## src/rtl/mux64_rr_scheduler_pkg.sv

```systemverilog
// Shared types and constants for the 64-way round-robin mux scheduler.
package mux64_rr_scheduler_pkg;

    typedef enum logic [1:0] {
        ST_IDLE    = 2'd0,
        ST_GRANT   = 2'd1,
        ST_RELEASE = 2'd2
    } state_t;

    localparam int N_REQ            = 64;
    localparam int SEL_W            = 6;
    localparam int DEFAULT_MAX_HOLD = 255;

    // Hold counter width: enough bits to count up to MAX_HOLD, never zero.
    function automatic int hold_cnt_w(input int max_hold);
        int w;
        w = $clog2(max_hold + 1);
        return (w < 1) ? 1 : w;
    endfunction

endpackage

```

## src/rtl/mux64_rr_scheduler_rr_pick.sv

```systemverilog
// Combinational round-robin picker: first set request at or after ptr, wrapping.
module rr_pick #(
    parameter int N     = mux64_rr_scheduler_pkg::N_REQ,
    parameter int SEL_W = $clog2(N)
) (
    input  logic [N-1:0]     req,
    input  logic [SEL_W-1:0] ptr,
    output logic             found,
    output logic [SEL_W-1:0] idx
);

    logic [2*N-1:0]   w_dbl;
    logic [N-1:0]     w_rot;
    logic [SEL_W-1:0] w_off;

    // Rotating right by ptr puts the requester at ptr into bit 0.
    assign w_dbl = {req, req} >> ptr;
    assign w_rot = w_dbl[N-1:0];

    // Priority encode the lowest set bit of the rotated vector.
    always_comb begin
        w_off = '0;
        for (int i = N - 1; i >= 0; i--) begin
            if (w_rot[i]) begin
                w_off = SEL_W'(i);
            end
        end
    end

    assign found = |req;
    assign idx   = w_off + ptr;

endmodule

```

## src/rtl/mux64_rr_scheduler.sv

```systemverilog
// Round-robin scheduler driving the select of a shared 64:1 mux.
module mux64_rr_scheduler #(
    parameter int N        = mux64_rr_scheduler_pkg::N_REQ,
    parameter int SEL_W    = mux64_rr_scheduler_pkg::SEL_W,
    parameter int MAX_HOLD = mux64_rr_scheduler_pkg::DEFAULT_MAX_HOLD
) (
    input  logic             clk,
    input  logic             rst_n,
    input  logic             en,
    input  logic [N-1:0]     req,
    input  logic             done,
    output logic [SEL_W-1:0] sel,
    output logic             grant_valid,
    output logic [N-1:0]     grant_onehot,
    output logic             timeout,
    output logic             busy
);

    import mux64_rr_scheduler_pkg::*;

    localparam int               CNT_W    = hold_cnt_w(MAX_HOLD);
    localparam logic [CNT_W-1:0] CNT_MAX  = '1;
    localparam logic [CNT_W-1:0] CNT_LAST = CNT_W'(MAX_HOLD - 1);
    localparam logic [N-1:0]     ONE_HOT0 = N'(1);

    state_t           r_state, w_state_nxt;
    logic [SEL_W-1:0] r_sel, w_sel_nxt;
    logic [SEL_W-1:0] r_ptr, w_ptr_nxt;
    logic [CNT_W-1:0] r_cnt, w_cnt_nxt;
    logic             r_timeout, w_timeout_nxt;

    logic             w_found;
    logic [SEL_W-1:0] w_win;
    logic             w_hold_expired;

    rr_pick #(
        .N     (N),
        .SEL_W (SEL_W)
    ) u_pick (
        .req   (req),
        .ptr   (r_ptr),
        .found (w_found),
        .idx   (w_win)
    );

    // The timeout only exists when MAX_HOLD is non-zero.
    assign w_hold_expired = (MAX_HOLD != 0) && (r_cnt == CNT_LAST);

    // State, select, pointer, hold counter and timeout pulse registers.
    always_ff @(posedge clk or negedge rst_n) begin
        if (!rst_n) begin
            r_state   <= ST_IDLE;
            r_sel     <= '0;
            r_ptr     <= '0;
            r_cnt     <= '0;
            r_timeout <= 1'b0;
        end else begin
            r_state   <= w_state_nxt;
            r_sel     <= w_sel_nxt;
            r_ptr     <= w_ptr_nxt;
            r_cnt     <= w_cnt_nxt;
            r_timeout <= w_timeout_nxt;
        end
    end

    // Next-state logic: grant in IDLE, hold until done/withdraw/timeout, one gap cycle.
    always_comb begin
        w_state_nxt   = r_state;
        w_sel_nxt     = r_sel;
        w_ptr_nxt     = r_ptr;
        w_cnt_nxt     = r_cnt;
        w_timeout_nxt = 1'b0;
        case (r_state)
            ST_IDLE: begin
                if (en && w_found) begin
                    w_sel_nxt   = w_win;
                    w_cnt_nxt   = '0;
                    w_state_nxt = ST_GRANT;
                end
            end
            ST_GRANT: begin
                // done and withdrawal take priority, so a coincident timeout is silent.
                if (done || !req[r_sel]) begin
                    w_ptr_nxt   = r_sel + SEL_W'(1);
                    w_state_nxt = ST_RELEASE;
                end else if (w_hold_expired) begin
                    w_ptr_nxt     = r_sel + SEL_W'(1);
                    w_timeout_nxt = 1'b1;
                    w_state_nxt   = ST_RELEASE;
                end else if (r_cnt != CNT_MAX) begin
                    w_cnt_nxt = r_cnt + CNT_W'(1);
                end
            end
            ST_RELEASE: begin
                w_state_nxt = ST_IDLE;
            end
            default: begin
                w_state_nxt = ST_IDLE;
            end
        endcase
    end

    assign sel          = r_sel;
    assign grant_valid  = (r_state == ST_GRANT);
    assign grant_onehot = grant_valid ? (ONE_HOT0 << r_sel) : '0;
    assign timeout      = r_timeout;
    assign busy         = (r_state != ST_IDLE);

endmodule

```

## config.mk

```make
export PLATFORM = sky130hd
export DESIGN_NAME = mux64_rr_scheduler
export DESIGN_NICKNAME = d
export VERILOG_FILES = /design/src/rtl/mux64_rr_scheduler_pkg.sv /design/src/rtl/mux64_rr_scheduler_rr_pick.sv /design/src/rtl/mux64_rr_scheduler.sv
export SDC_FILE = /design/constraint.sdc
export NUM_CORES = 1
export LEC_CHECK = 0
export BUFFER_PORTS_ARGS = -buffer_cell sky130_fd_sc_hd__buf_2
export CAP_MARGIN = 20
export CORE_UTILIZATION = 30
export DETAILED_ROUTE_END_ITERATION = 8
export SLEW_MARGIN = 30
export SYNTH_ARGS = -nofsm -noshare
export SYNTH_HDL_FRONTEND = slang
export SYNTH_SLANG_ARGS = --single-unit
```

## constraint.sdc

```tcl
create_clock -name clk -period 11.2 [get_ports clk]
set_input_delay 1.68 -clock clk [delete_from_list [all_inputs] [get_ports clk]]
set_output_delay 1.68 -clock clk [all_outputs]
set_load 0.03 [all_outputs]
```

* Word-level counts from Yosys, hierarchy flattened
Cells that the tools add are included.
** Word-level totals
- Input bits :: 68
- Word-level logic and storage cells :: 112
- Output and inout port bits :: 73
- Register bits :: 23
** Operators by class
- Mux-type cells :: 81
- Eq/ne operators :: 8
- Reduce and logical (&&, ||, !) cells :: 12
- Magnitude comparators :: 1
- Shift-type cells :: 2
- Add/subtract/negate cells :: 3
** Operator list (number)
- two-way mux 6 bit :: 66
- right shift 128 x 6 -> 64 bit :: 1
- two-way mux 64 bit :: 1
- OR reduction 64 bit :: 1
- << shifter 1 x 6 -> 64 bit (first input constant) :: 1
- two-way mux 8 bit :: 4
- case mux 8 bit (2 select lines) :: 1
- adder 8 x 1 -> 8 bit (second input constant) :: 1
- equality test 8 bit (second input constant) :: 1
- != test 8 bit (second input constant) :: 1
- < comparator 6 x 7 -> 1 bit (second input constant) :: 1
- adder 6 x 1 -> 6 bit (second input constant) :: 1
- adder 6 bit :: 1
- binary-select mux 1 bit (select 6 bit) :: 1
- two-way mux 2 bit :: 3
- != test 2 bit (second input constant) :: 3
- AND reduction 2 bit :: 3
- nonzero test 2 bit :: 3
- AND reduction 5 bit :: 1
- two-way mux 1 bit :: 4
- case mux 2 bit (2 select lines) :: 1
- != test 3 x 1 -> 1 bit (second input constant) :: 1
- equality test 2 x 1 -> 1 bit (second input constant) :: 1
- zero test 2 bit :: 1
- 4 further kinds :: 4

* Logic depth before layout (Yosys ltp)
- Depth in word-level cells :: 66
- Gate-level depth with buffers :: 24
- Depth with buffers taken out :: 18

* By module
From an unflattened synthesis, not the netlist that was laid out.
** Unflattened totals
- Cells, all modules :: 1088
- Area, all modules :: 10542.6 sq um
** Modules (own cells, without submodules)
- rr_pick :: cells each 839, area each 8339.2 sq um, instances 1, sequential area each 0.0 sq um
- mux64_rr_scheduler :: cells each 249, area each 2203.4 sq um, instances 1, sequential area each 575.6 sq um

* Worst setup path before layout
OpenSTA, ideal clock, no wires.
- Path kind :: input to register
- Start point :: input port req[26]
- End point :: register r_sel[5], in the netlist sel[5]
- Data arrival time :: 5.458 ns
- Setup slack :: 5.660 ns
- Buffers on the path :: 1
- Stages on the path :: 17
- Required time :: 11.118 ns
- Setup time :: 0.082 ns
- Cell sequence :: clkbuf_1 > mux4_2 > mux2_2 > mux4_2 > or3_1 > o21ai_0 > o21ai_1 > or3b_1 > a31oi_1 > o21ai_1 > ha_1 > a21oi_1 > o21bai_1 > a21oi_1 > xnor2_1 > a31o_1 > a31oi_1
** On the way
- Cells in the longest elaborated chain, start to end :: 66
- Elaborated cells on any way between the ends :: 69
- Classes of those cells :: 1 x add/sub; 1 x shift; 64 x mux; 3 x reduce/logical
** Ends and longest elaborated chain
- start: declaration :: line mux64_rr_scheduler.sv:10 : input logic [N-1:0] req,
- right shift 128 x 6 -> 64 bit :: line mux64_rr_scheduler_rr_pick.sv:17 : assign w_dbl = {req, req} >> ptr;
- two-way mux 6 bit (64 in a row) :: line mux64_rr_scheduler_rr_pick.sv:24 : if (w_rot[i]) begin
- adder 6 bit :: line mux64_rr_scheduler_rr_pick.sv:31 : assign idx = w_off + ptr;
- end signal: assignment :: line mux64_rr_scheduler.sv:59 : r_sel <= w_sel_nxt;
- end: declaration :: line mux64_rr_scheduler.sv:27 : logic [SEL_W-1:0] r_sel, w_sel_nxt;
Parallel ways exist; a longest one is shown, timed or not.
A chain may end at the register's enable or synchronous reset.

* Worst setup path in the final report
- Start point :: register r_ptr[2]
- End point :: register r_sel[5], in the netlist sel[5]
** On the way
- Cells in the longest elaborated chain, start to end :: 66
** Ends and longest elaborated chain
- start: declaration :: line mux64_rr_scheduler.sv:28 : logic [SEL_W-1:0] r_ptr, w_ptr_nxt;
- start signal: assignment :: line mux64_rr_scheduler.sv:60 : r_ptr <= w_ptr_nxt;
- right shift 128 x 6 -> 64 bit :: line mux64_rr_scheduler_rr_pick.sv:17
- two-way mux 6 bit (64 in a row) :: line mux64_rr_scheduler_rr_pick.sv:24
- adder 6 bit (*) :: line mux64_rr_scheduler_rr_pick.sv:31
Every way passes the cells marked *; elsewhere a longest branch is shown, timed or not.

==> run metrics <==
status finished, final reports clean; fin crit share 0.5865; Die Height around 190 um; Slew HR 0.3442; Min Hold Slack 0.5472 ns; total CTS buffers 3; Max Clk Rate between 150 and 200 MHz; clock buffer depth 2; Total GRT Usage 0.2680; Root Driver clkbuf_16; gpl congestion a little over 1; cell taking the most area after synthesis mux4_2; Reg clk slew, reported paths 0.06 ns; Post-synth EDFFs 0; clk sinks 23; Final Power 4.077 mW; starting density of the core 0.3035; fin cells 1662; total negative slack 0 ns; Hold Crit Class flop to flop; vias in the first global route 10580; min cycle time layout 6.569 ns; post-synthesis sequential area ratio 0.05504; area of the mapped netlist 10460 um^2; Fillers about 3600; max_cap viols 0; CP endpoint kind flop; vias post-DR 11510; Final setup viols 0; Syn Inst Count between 1000 and 1500; worst skew pair latency 0.25 ns; DR WL/cell 29.72 um; total of warnings raised by yosys 0; Synth Flop Type dfrtp_1; layout cell share with drive strength beyond 1 0.3281; total routed wirelength 49400 um; pins over their slew limit 0; pre-CTS setup slack 4.855 ns; placed insts 1658; critical path type flop to flop; GRT overflow 0; Core Footprint 34460 um^2; Hold Vio Cnt, Final 0; Worst-Margin Slew 0.9836 ns; leakage 4.364 nW; number of buffers added on ports 140; DRT Pass-1 Iters 5; setup repair bufs after CTS 0; Post-Syn Nets 1251; commonest non-fill, non-tap cell in the layout nor2_1; Syn Area/Cell 8.946 um^2; number of synthesized register bits 23; async set-reset flop share out of synthesis 1.000; CTS tree built; startpoint types flop; antenna violations before repair 0; DRT antenna net count 0; Post-CTS Hold Buffers 0; H-tree depth 1; nets 1290; drt drc 0; Rows 68; largest net degree at the start of global routing 69; total die area 35610 um^2; Arr. time, crit path a little under 7 ns; synthesis-to-finish area growth 8.806%; Worst VDD drop 130.3 uV; CP required roughly 11 ns; DR iter-0 viols 1509; crit path max fanout 64; Power Density 358.3 nW/um^2; top cells by area, synth mux4_2 (31%), mux2i_1 (10%), mux2_2 (6.4%); Die Span X 188.7 um; commonest non-fill, non-tap cells in the layout nor2_1 (145), mux4_2 (142), buf_2 (140); setup ws final 4.631 ns; Synth top area share 0.3058; footprint of the multi-input gates between 9000 and 10000 um^2; Post-CTS Resized 0; first-pass GRT wire length 71720 um; Setup Skew 0.001675 ns; routed vias/inst 6.925; register area slightly below 600 um^2; post-DP HPWL between 30000 and 40000 um; io pins 141; RSZ-0062 raised after global routing false; Netlist cell types 81; ant diodes 0
## stage by stage
stage / util / instance area (um^2)
floorplan: - / 10460
global placement: 0.3276 / 11290
detailed placement: 0.3276 / 11290
CTS: 0.3300 / 11370
global route: 0.3302 / 11380
finish: 0.3302 / 11380
## critical path, cell delays in order (launching register included)
cell and delay, ns:
dfrtp_4 0.92, buf_4 0.82, mux2_2 0.49, a221oi_1 0.82, o221ai_1 0.34, o31ai_1 0.76, nand2_1 0.16, nor3_1 0.20
o21ai_0 0.12, a31oi_1 0.33, ha_1 0.30, a21o_1 0.18, a21oi_1 0.22, o21bai_1 0.09, a21oi_1 0.17, xnor2_1 0.10
a31o_1 0.22, a31oi_1 0.15
## flip-flops by register name, indices dropped and copies added (netlist names)
signal	count
r_cnt	8
r_ptr	6
sel	6
r_state	2
timeout	1
## per-layer routing
| metal | share of wire | vias to the layer above | track usage |
|---|---|---|---|
| met5 | 0 | - | 0 |
| met4 | 0.057 | 0 | 0.1275 |
| met3 | 0.12 | 174 | 0.06146 |
| met2 | 0.44 | 880 | 0.4147 |
| met1 | 0.38 | 5664 | 0.3518 |
| li1 | - | 4791 | - |
## cell families (layout without fill, tap and decap cells)
logic type | count (synthesis) | in the layout | synth area share
and+or+nand+nor | 399 | 399 | 0.1840
adders and majority gates | 14 | 14 | 0.01747
AOI/OAI and AO/OA | 268 | 268 | 0.1835
buffers and inverters | 138 | 176 | 0.06066
DFF | 23 | 23 | 0.05504
xor gates and xnor gates | 13 | 13 | 0.01089
muxes | 314 | 314 | 0.4884
## area by class of cell
type | instances | area share
multi-input cells | 1008 | 0.8136
repair buffers | 155 | 0.07181
flip-flops and latches | 23 | 0.05190
well taps | 455 | 0.05003
clock buffers | 3 | 0.006598
inverters | 17 | 0.005608
clock inverters | 1 | 0.0004399
## where the power goes
part	switching [mW]	total, mW	internal (mW)
clock	0.0295	0.0775	0.0480
combinational	2.22	3.74	1.52
sequential	0.143	0.254	0.111
## final timing paths
check                                     start              endpoint  slack, ns  cells past startpoint
setup / recovery           r_ptr[2]$_DFFE_PN0P_    sel[5]$_DFFE_PN0P_       4.63                     17
setup reg to reg           r_ptr[2]$_DFFE_PN0P_    sel[5]$_DFFE_PN0P_       4.63                     17
hold / removal             r_cnt[6]$_DFFE_PN0P_  r_cnt[6]$_DFFE_PN0P_       0.55                      2
max in group asynchronous                 rst_n  r_ptr[4]$_DFFE_PN0P_       9.41                      1
min in group asynchronous                 rst_n     timeout$_DFF_PN0_       1.39                      1
hold reg to reg            r_cnt[6]$_DFFE_PN0P_  r_cnt[6]$_DFFE_PN0P_       0.55                      2
## cells in the mapped netlist, types with 8 or more instances
cell and instances:
nor2b_1 13, buf_2 36, nand2b_1 14, a211o_1 14, nor3_1 25, a21o_1 9, a221oi_1 13, or2_2 14
nand4_1 15, o221ai_1 9, inv_1 12, ha_1 13, a21oi_1 29, mux2i_1 106, a221o_1 12, nor2_1 147
buf_1 22, dfrtp_1 23, xor2_1 8, o22ai_1 47, buf_6 8, nor4_1 19, o21ai_0 35, nand2_1 79
a22oi_1 11, nand3_1 31, a31oi_1 10, mux2_2 59, clkbuf_1 52, mux4_2 142, a211oi_1 20
(Power assumes the default switching activity.)
